`src/rtl/md6_bram_pkg.sv`:
```
// Shared types for the MD6 BRAM arbiter: lock FSM states, requester id and
// the read-return tag carried alongside each BRAM read.
package md6_bram_pkg;

  localparam int ADDR_W_DEF = 14;
  localparam int DATA_W_DEF = 32;

  typedef enum logic [1:0] {
    IDLE = 2'd0,
    OWN0 = 2'd1,
    OWN1 = 2'd2
  } arbState_t;

  typedef logic reqId_t;

  typedef struct packed {
    logic   valid;
    reqId_t id;
  } rdTag_t;

endpackage

```
`src/rtl/md6_rd_tag_pipe.sv`:
```
// Shift register of read tags that follows each read through the BRAM so the
// registered read data can be steered back to the requester that issued it.
module md6_rd_tag_pipe
  import md6_bram_pkg::*;
#(
  parameter int DEPTH = 2
) (
  input  logic   CLK,
  input  logic   clear,
  input  rdTag_t tagIn,
  output rdTag_t tagOut
);

  rdTag_t [DEPTH-1:0] stages;

  always_ff @(posedge CLK) begin
    if (clear) begin
      stages <= '0;
    end else begin
      stages <= {stages[DEPTH-2:0], tagIn};
    end
  end

  assign tagOut = stages[DEPTH-1];

endmodule

```
`src/rtl/md6_bram_arbiter.sv`:
```
// Round-robin arbiter with optional burst lock sharing one BRAM port between
// the PLB DMA loader (req0) and the MD6 compression core (req1).
module md6_bram_arbiter
  import md6_bram_pkg::*;
#(
  parameter int ADDR_W   = ADDR_W_DEF,
  parameter int DATA_W   = DATA_W_DEF,
  parameter int RD_LAT   = 1,
  parameter int LOCK_TMO = 64
) (
  input  logic                CLK,
  input  logic                RST,

  input  logic                req0_valid,
  output logic                req0_ready,
  input  logic                req0_write,
  input  logic                req0_lock,
  input  logic [ADDR_W-1:0]   req0_addr,
  input  logic [DATA_W-1:0]   req0_wdata,
  input  logic [DATA_W/8-1:0] req0_be,

  input  logic                req1_valid,
  output logic                req1_ready,
  input  logic                req1_write,
  input  logic                req1_lock,
  input  logic [ADDR_W-1:0]   req1_addr,
  input  logic [DATA_W-1:0]   req1_wdata,
  input  logic [DATA_W/8-1:0] req1_be,

  output logic                rsp0_valid,
  output logic [DATA_W-1:0]   rsp0_data,
  output logic                rsp1_valid,
  output logic [DATA_W-1:0]   rsp1_data,

  output logic                lock_err,

  output logic                bram_en,
  output logic [DATA_W/8-1:0] bram_wen,
  output logic [ADDR_W-1:0]   bram_addr,
  output logic [DATA_W-1:0]   bram_dout,
  input  logic [DATA_W-1:0]   bram_din
);

  localparam int BE_W = DATA_W / 8;

  arbState_t        state, stateNext;
  reqId_t           prefer;
  logic [7:0]       tmoCnt, tmoCntNext;
  logic             lockErrNext;
  logic             ownerValid;

  logic             grant0, grant1, accept;
  reqId_t           grantId;
  logic             grantWrite, grantLock;
  logic [ADDR_W-1:0] grantAddr;
  logic [DATA_W-1:0] grantWdata;
  logic [BE_W-1:0]  grantBe;

  rdTag_t           tagIn, tagOut;

  // Owner-only grant while locked; otherwise the preferred side wins a tie.
  always_comb begin
    grant0 = 1'b0;
    grant1 = 1'b0;
    case (state)
      OWN0:    grant0 = req0_valid;
      OWN1:    grant1 = req1_valid;
      default: begin
        grant0 = req0_valid && (!req1_valid || prefer == 1'b0);
        grant1 = req1_valid && (!req0_valid || prefer == 1'b1);
      end
    endcase
  end

  assign req0_ready = grant0;
  assign req1_ready = grant1;
  assign accept     = grant0 | grant1;
  assign grantId    = reqId_t'(grant1);
  assign grantWrite = grant1 ? req1_write : req0_write;
  assign grantLock  = grant1 ? req1_lock  : req0_lock;
  assign grantAddr  = grant1 ? req1_addr  : req0_addr;
  assign grantWdata = grant1 ? req1_wdata : req0_wdata;
  assign grantBe    = grant1 ? req1_be    : req0_be;

  always_comb begin
    stateNext   = state;
    tmoCntNext  = tmoCnt;
    lockErrNext = 1'b0;
    ownerValid  = (state == OWN1) ? req1_valid : req0_valid;
    case (state)
      IDLE: begin
        if (accept && grantLock) begin
          stateNext = grant1 ? OWN1 : OWN0;
        end
      end
      OWN0, OWN1: begin
        if (accept) begin
          tmoCntNext = 8'd0;
          if (!grantLock) begin
            stateNext = IDLE;
          end
        end else if (!ownerValid) begin
          // The idle cycle that brings the count to LOCK_TMO forces release.
          if (tmoCnt == 8'(LOCK_TMO - 1)) begin
            stateNext   = IDLE;
            tmoCntNext  = 8'd0;
            lockErrNext = 1'b1;
          end else begin
            tmoCntNext = tmoCnt + 8'd1;
          end
        end
      end
      default: stateNext = IDLE;
    endcase
  end

  always_ff @(posedge CLK) begin
    if (RST) begin
      state    <= IDLE;
      prefer   <= 1'b0;
      tmoCnt   <= 8'd0;
      lock_err <= 1'b0;
    end else begin
      state    <= stateNext;
      tmoCnt   <= tmoCntNext;
      lock_err <= lockErrNext;
      if (accept) begin
        prefer <= ~grantId;
      end
    end
  end

  // Address and write data hold their last values when no beat is issued.
  always_ff @(posedge CLK) begin
    if (RST) begin
      bram_en   <= 1'b0;
      bram_wen  <= '0;
      bram_addr <= '0;
      bram_dout <= '0;
    end else begin
      bram_en  <= accept;
      bram_wen <= (accept && grantWrite) ? grantBe : '0;
      if (accept) begin
        bram_addr <= grantAddr;
        bram_dout <= grantWdata;
      end
    end
  end

  assign tagIn = '{valid: accept && !grantWrite, id: grantId};

  md6_rd_tag_pipe #(
    .DEPTH (RD_LAT + 1)
  ) tagPipe (
    .CLK    (CLK),
    .clear  (RST),
    .tagIn  (tagIn),
    .tagOut (tagOut)
  );

  always_ff @(posedge CLK) begin
    if (RST) begin
      rsp0_valid <= 1'b0;
      rsp1_valid <= 1'b0;
      rsp0_data  <= '0;
      rsp1_data  <= '0;
    end else begin
      rsp0_valid <= tagOut.valid && (tagOut.id == 1'b0);
      rsp1_valid <= tagOut.valid && (tagOut.id == 1'b1);
      if (tagOut.valid && tagOut.id == 1'b0) begin
        rsp0_data <= bram_din;
      end
      if (tagOut.valid && tagOut.id == 1'b1) begin
        rsp1_data <= bram_din;
      end
    end
  end

endmodule

```
`config.mk`:
```
export PLATFORM = sky130hd
export DESIGN_NAME = md6_bram_arbiter
export DESIGN_NICKNAME = d
export VERILOG_FILES = /design/src/rtl/md6_bram_pkg.sv /design/src/rtl/md6_rd_tag_pipe.sv /design/src/rtl/md6_bram_arbiter.sv
export SDC_FILE = /design/constraint.sdc
export NUM_CORES = 1
export LEC_CHECK = 0
export CAP_MARGIN = 0
export CORE_MARGIN = 3
export CORE_UTILIZATION = 43
export DETAILED_ROUTE_END_ITERATION = 6
export MAX_ROUTING_LAYER = met4
export PLACE_DENSITY_LB_ADDON = 0.15
export SLEW_MARGIN = 10
export SYNTH_ARGS = -nofsm -noshare
export SYNTH_HDL_FRONTEND = slang
export SYNTH_HIERARCHICAL = 1
export SYNTH_SLANG_ARGS = --single-unit
```
`constraint.sdc`:
```
create_clock -name CLK -period 3.7 [get_ports CLK]
set_clock_uncertainty 0.2 [all_clocks]
set_input_delay 0.37 -clock CLK [delete_from_list [all_inputs] [get_ports CLK]]
set_output_delay 0.37 -clock CLK [all_outputs]
set_load 0.1 [all_outputs]
```
# Word level (Yosys, flattened, before mapping)
# Index checks and enable logic that the tools add are counted.
word_totals:
  register_bits: 133
  latchBits: 0
  mem_bits_rw: 0
  mem_bits_ro: 0
  in_bits: 140
  out_inout_bits: 120
  wordCells: 68
  n_memories: 0
op_classes:
  addsub: 1
  multipliers: 0
  div_mod_pow: 0
  magnitude_cmp: 0
  eq_ne: 8
  shifts: 0
  n_mux: 19
  bitwise: 6
  n_reduce_logical: 18
op_table:
  columns: ["operator", "count"]
  rows:
  - ["32-bit 2-to-1 mux", 1]
  - ["8-bit 2-to-1 mux", 3]
  - ["14-bit 2-to-1 mux", 1]
  - ["2-bit 2-to-1 mux", 6]
  - ["3-bit inequality test, second input constant", 3]
  - ["8-bit by 1-bit adder with 8-bit output, second input constant", 1]
  - ["8-bit by 6-bit == test with 1-bit output, second input constant", 1]
  - ["1-bit logical AND", 7]
  - ["1-bit NOT", 5]
  - ["1-bit 2-to-1 mux", 4]
  - ["4-bit 2-to-1 mux", 1]
  - ["1-bit one-hot mux with 2 select lines", 2]
  - ["2-bit one-hot mux with 2 select lines", 1]
  - ["4-bit AND reduction", 1]
  - ["2-bit OR reduction", 2]
  - ["4-bit OR reduction", 1]
  - ["1-bit zero test", 3]
  - ["2-bit by 1-bit == test with 1-bit output, second input constant", 1]
  - ["2-bit == test, second input constant", 1]
  - ["2-bit zero test", 1]
  - ["1-bit logical OR", 2]
  - ["2-bit by 1-bit inequality test with 1-bit output, second input constant", 1]
  - ["2-bit inequality test, second input constant", 1]
  - ["2-bit AND reduction", 1]
  - ["1-bit bitwise OR", 1]

# Logic depth before layout (Yosys ltp)
logic_depth:
  ltp_word: 8
  ltp_mapped: 8
  mapped_depth_nobuf: 8

# By module
# Netlist, hierarchy kept.
by_module_without_submodules:
  columns: ["module", "n_inst", "cells_each", "area_each_um2", "seq_area_each_um2"]
  rows:
  - ["md6_bram_arbiter", 1, 641, 5077.4, 2582.5]
  - ["md6_rd_tag_pipe", 1, 10, 120.1, 80.1]

# Worst setup path after synthesis
# OpenSTA, ideal clock, no wires.
synth_timing:
  path_kind: "flip-flop to output port"
  startpoint: "register state[0]"
  endpoint: "output req0_ready"
  arrival_ns: 2.533
  required_ns: 3.130
  path_slack_ns: 0.597
  stages_incl_launch_ff: 5
  path_buffers: 0
  path_cell_list: "dfxtp_1 inv_1 ha_1 inv_1 a31oi_1"
synth_between:
  elab_chain_cells: 2
  word_cells_on_any_way: 3
  classes_between: "2 x eq/ne; 1 x mux"
synth_rtl:
  columns: ["item", "line_no", "rtl"]
  rows:
  - ["start, declared", "md6_bram_arbiter.sv:46", "arbState_t state, stateNext;"]
  - ["start signal, assigned", "md6_bram_arbiter.sv:124", "state <= stateNext;"]
  - ["2-bit == test or 2-bit by 1-bit == test with 1-bit output (tied branches)", "md6_bram_arbiter.sv:65", "case (state)"]
  - ["1-bit one-hot mux with 2 select lines *", "md6_bram_arbiter.sv:65", null]
  - ["end, declared", "md6_bram_arbiter.sv:15", "output logic req0_ready,"]
# Every way passes the cells marked *; elsewhere a longest branch is shown, timed or not.

# Worst setup path in the final report
layout_timing:
  startpoint: "register state[0]"
  endpoint: "output req1_ready"
layout_between:
  elab_chain_cells: 2
  word_cells_on_any_way: 3
  classes_between: "2 x eq/ne; 1 x mux"
layout_rtl:
  columns: ["item", "line_no", "rtl"]
  rows:
  - ["2-bit == test or 2-bit by 1-bit == test with 1-bit output (tied branches)", "md6_bram_arbiter.sv:65", null]
  - ["1-bit one-hot mux with 2 select lines *", "md6_bram_arbiter.sv:65", null]
  - ["end, declared", "md6_bram_arbiter.sv:23", "output logic req1_ready,"]
# Marks and branches as above.

==> summary.md <==
| Metric | Value |
|---|---|
| Port buffer count | `259` |
| Mapped Area | `between 5000 and 6000 µm²` |
| Die Span X | `116 µm` |
| Critical Path RT | `between 3 and 4 ns` |
| Run status | `finished, final reports clean` |
| Clock-pin slew on the worst setup and hold paths | `~0.06 ns` |
| Total count of max-transition violations in the final report | `0` |
| Transition time of the tightest slew-check pin | `~1.1 ns` |
| Maximum level of the CTS H-tree | `4` |
| Element type at the critical path end | `output port` |
| Setup TNS Final | `0 ns` |
| Number of enable flip-flop cells after synthesis | `0` |
| Sinks on Clock Net | `133` |
| Layout Area Growth over Synthesis | `62.1%` |
| Final setup violation count | `0` |
| Dpl hpwl | `around 12 mm` |
| Met3 layer usage reported by global route | `0.0595` |
| Final core utilization | `0.725` |
| # fillers | `923` |
| TritonCTS clock tree | `built` |
| Synthesized area divided by synthesized cell count | `7.98 µm²` |
| Count of cell types in the netlist | `37` |
| Pin count of the biggest net entering global routing | `75` |
| Relative slew slack | `0.232` |
| Post-synthesis async set-or-reset flop share | `0` |
| Number of buffers on the longest clock path | `2` |
| Gr ovfl total | `0` |
| Most common library cell in the layout ignoring fill and taps | `sky130_fd_sc_hd__clkdlybuf4s50_1` |
| Number of nets at the end of the flow | `1029` |
| Syn Nets | `just under 800` |
| Met2 demand-to-capacity share in global routing | `0.422` |
| Upper clock frequency limit | `approximately 0.32 GHz` |
| Vertical die dimension | `116 µm` |
| Global-route wire length before repair | `between 20 and 30 mm` |
| I/O Pins | `between 200 and 300` |
| DRC violation total after the first TritonRoute iteration | `346` |
| ANT nets after route | `0` |
| Maximum capacitance violations | `0` |
| Class of the most critical hold timing path | `primary input to flop` |
| Tcrit/Tclk final | `0.855` |
| Die outline area | `between 10000 and 15000 µm²` |
| Unrepaired setup endpoints after global routing | `false` |
| Routed wirelength normalized by instance count | `~16 µm` |
| Hold-fix buffers at CTS | `0` |
| Initial Utilization | `0.448` |
| Endpoint arrival time on the critical path | `between 2 and 3 ns` |
| Clock latency reported for the late side of the worst-skew pair | `~0.40 ns` |
| Min Clock Period, post-route | `between 3 and 4 ns` |
| Sequential fraction of the synthesis area | `0.512` |
| Initial antenna violation count | `0` |
| Number of flip-flops and latches in the synthesized netlist | `between 100 and 150` |
| Count of inserted antenna diode cells | `0` |
| Total vias in the final route | `5338` |
| Total routing resource utilization after global routing | `0.246` |
| Wire length after detailed routing | `around 16 mm` |
| Number of DRC violations after detailed routing | `0` |
| Peak ir drop on the vdd network | `between 0.7 and 0.8 mV` |
| Critical path class | `flop to output port` |
| Number of iterations in the first detailed-routing pass | `4` |
| Standard cell core area | `~12000 µm²` |
| Vias in the first global route | `5513` |
| Power density over the cells | `831 nW/µm²` |
| Most frequent cells in the layout | `256 x sky130_fd_sc_hd__clkdlybuf4s50_1, 233 x sky130_fd_sc_hd__nand2_1, 133 x sky130_fd_sc_hd__dfxtp_1` |
| Via density per instance | `between 5 and 6` |
| Cell count after synthesis | `approximately 650` |
| Hold Fails Final Rpt | `0` |
| Busiest layer in global routing | `met2` |
| Leakage | `a little over 0.003 µW` |
| YS warnings | `6` |
| Last weighted congestion value of the routability-driven placer | `about 0.87` |
| Number of post-CTS setup repair buffers | `0` |
| Worst Setup Start Kind | `flop` |
| CTS-repair resized insts | `0` |
| Clock root buffer | `sky130_fd_sc_hd__clkbuf_16` |
| Proportion of layout cells with a drive suffix above 1 | `0.0535` |
| Number of buffers added by the clock tree synthesis step | `17` |
| Rows | `39` |
| Max Fanout on Critical Path | `56` |
| Area used by multi-input combinational logic | `2300 µm²` |
| Area taken by flip-flops and latches | `2660 µm²` |
| Primary FF master, synth | `sky130_fd_sc_hd__dfxtp_1` |
| Met1 capacity usage during global routing | `0.266` |
-- per-layer routing --
layer / wire (µm) / vias up
li1: - / 2651
met1: 6510 / 2444
met2: 8160 / 205
met3: 1090 / 38
met4: 550 / 0
met5: 0 / -
-- synth_stat cells, types with 2 or more instances --
master                     instances  share of area
sky130_fd_sc_hd__nand2_1         233           0.17
sky130_fd_sc_hd__dfxtp_1         133           0.51
sky130_fd_sc_hd__a21oi_1          68          0.065
sky130_fd_sc_hd__nor2_1           61          0.044
sky130_fd_sc_hd__a311oi_1         46          0.078
sky130_fd_sc_hd__clkbuf_1         33          0.024
sky130_fd_sc_hd__buf_2            10         0.0096
sky130_fd_sc_hd__nor2b_1           6         0.0072
sky130_fd_sc_hd__buf_4             5         0.0072
sky130_fd_sc_hd__inv_1             5         0.0036
sky130_fd_sc_hd__nand2b_1          5         0.0060
sky130_fd_sc_hd__ha_1              4         0.0096
sky130_fd_sc_hd__xor2_1            4         0.0067
sky130_fd_sc_hd__and2_1            3         0.0036
sky130_fd_sc_hd__and3_1            3         0.0036
sky130_fd_sc_hd__mux2i_1           3         0.0058
sky130_fd_sc_hd__nand4_1           3         0.0036
sky130_fd_sc_hd__xnor2_1           3         0.0051
sky130_fd_sc_hd__a32o_1            2         0.0039
sky130_fd_sc_hd__buf_1             2         0.0014
sky130_fd_sc_hd__o21a_1            2         0.0029
sky130_fd_sc_hd__o21ai_0           2         0.0019
-- power breakdown --
group          leakage, µW  internal, µW  switching [µW]
combinational      0.00174           873            2600
clock             0.000285          1070             618
sequential         0.00109          1700             138
-- stage by stage --
step	power, µW	std cells	hold slack [ns]	cell area [µm²]	setup WS [ns]
CTS	7040	1041	0.117	8420	0.556
detailed placement	5340	1009	0.233	7820	0.866
floorplan	4480	651	0.214	5200	0.597
global placement	5290	1009	0.229	7820	0.973
finish	7000	1041	0.128	8420	0.536
global route	7300	1041	0.133	8420	0.393
-- cell type report --
class | count | area share
clock buffer | 19 | 0.0526
clock inverter | 13 | 0.0187
inverter | 6 | 0.00297
multi-input combinational | 462 | 0.273
sequential | 133 | 0.316
tap | 143 | 0.0212
timing repair buffer | 265 | 0.315
-- state kept, by name, indices dropped and copies added, names as in the netlist --
name            cells
bram_addr          14
bram_dout          32
bram_en             1
bram_wen            4
lock_err            1
prefer              1
rsp0_data          32
rsp0_valid          1
rsp1_data          32
rsp1_valid          1
state               2
tagPipe/stages      2
tagPipe/tagOut      2
tmoCnt              8
-- worst paths after layout --
kind,start,endpoint,slack (ns),depth (start not counted)
setup / recovery,state[0],req1_ready,0.54,6
hold / removal,RST,rsp1_data[8],0.13,2
setup reg to reg,state[0],state[1],0.89,8
hold reg to reg,tagPipe/stages[0],tagPipe/tagOut[0],0.24,1
-- critical path: stages, from the launching register on --
cell                      delay [ns]
sky130_fd_sc_hd__dfxtp_1        0.39
sky130_fd_sc_hd__inv_1          0.08
sky130_fd_sc_hd__ha_1           0.46
sky130_fd_sc_hd__or3b_4         0.21
sky130_fd_sc_hd__nand3_4        0.23
sky130_fd_sc_hd__inv_4          0.53
sky130_fd_sc_hd__buf_12         0.25
-- cell families (layout without fill, tap and decap cells) --
family                     Yosys count  count (layout)  share of synthesized area
buffers and inverters               56             303                     0.0469
DFF                                133             133                      0.512
and+or+nand+nor                    318             318                      0.245
xor gates and xnor gates             7               7                     0.0118
AOI/OAI and AO/OA                  130             130                      0.169
adders and majority gates            4               4                    0.00963
muxes                                3               3                    0.00578
No activity file was read; power rests on OpenSTA's default activity.
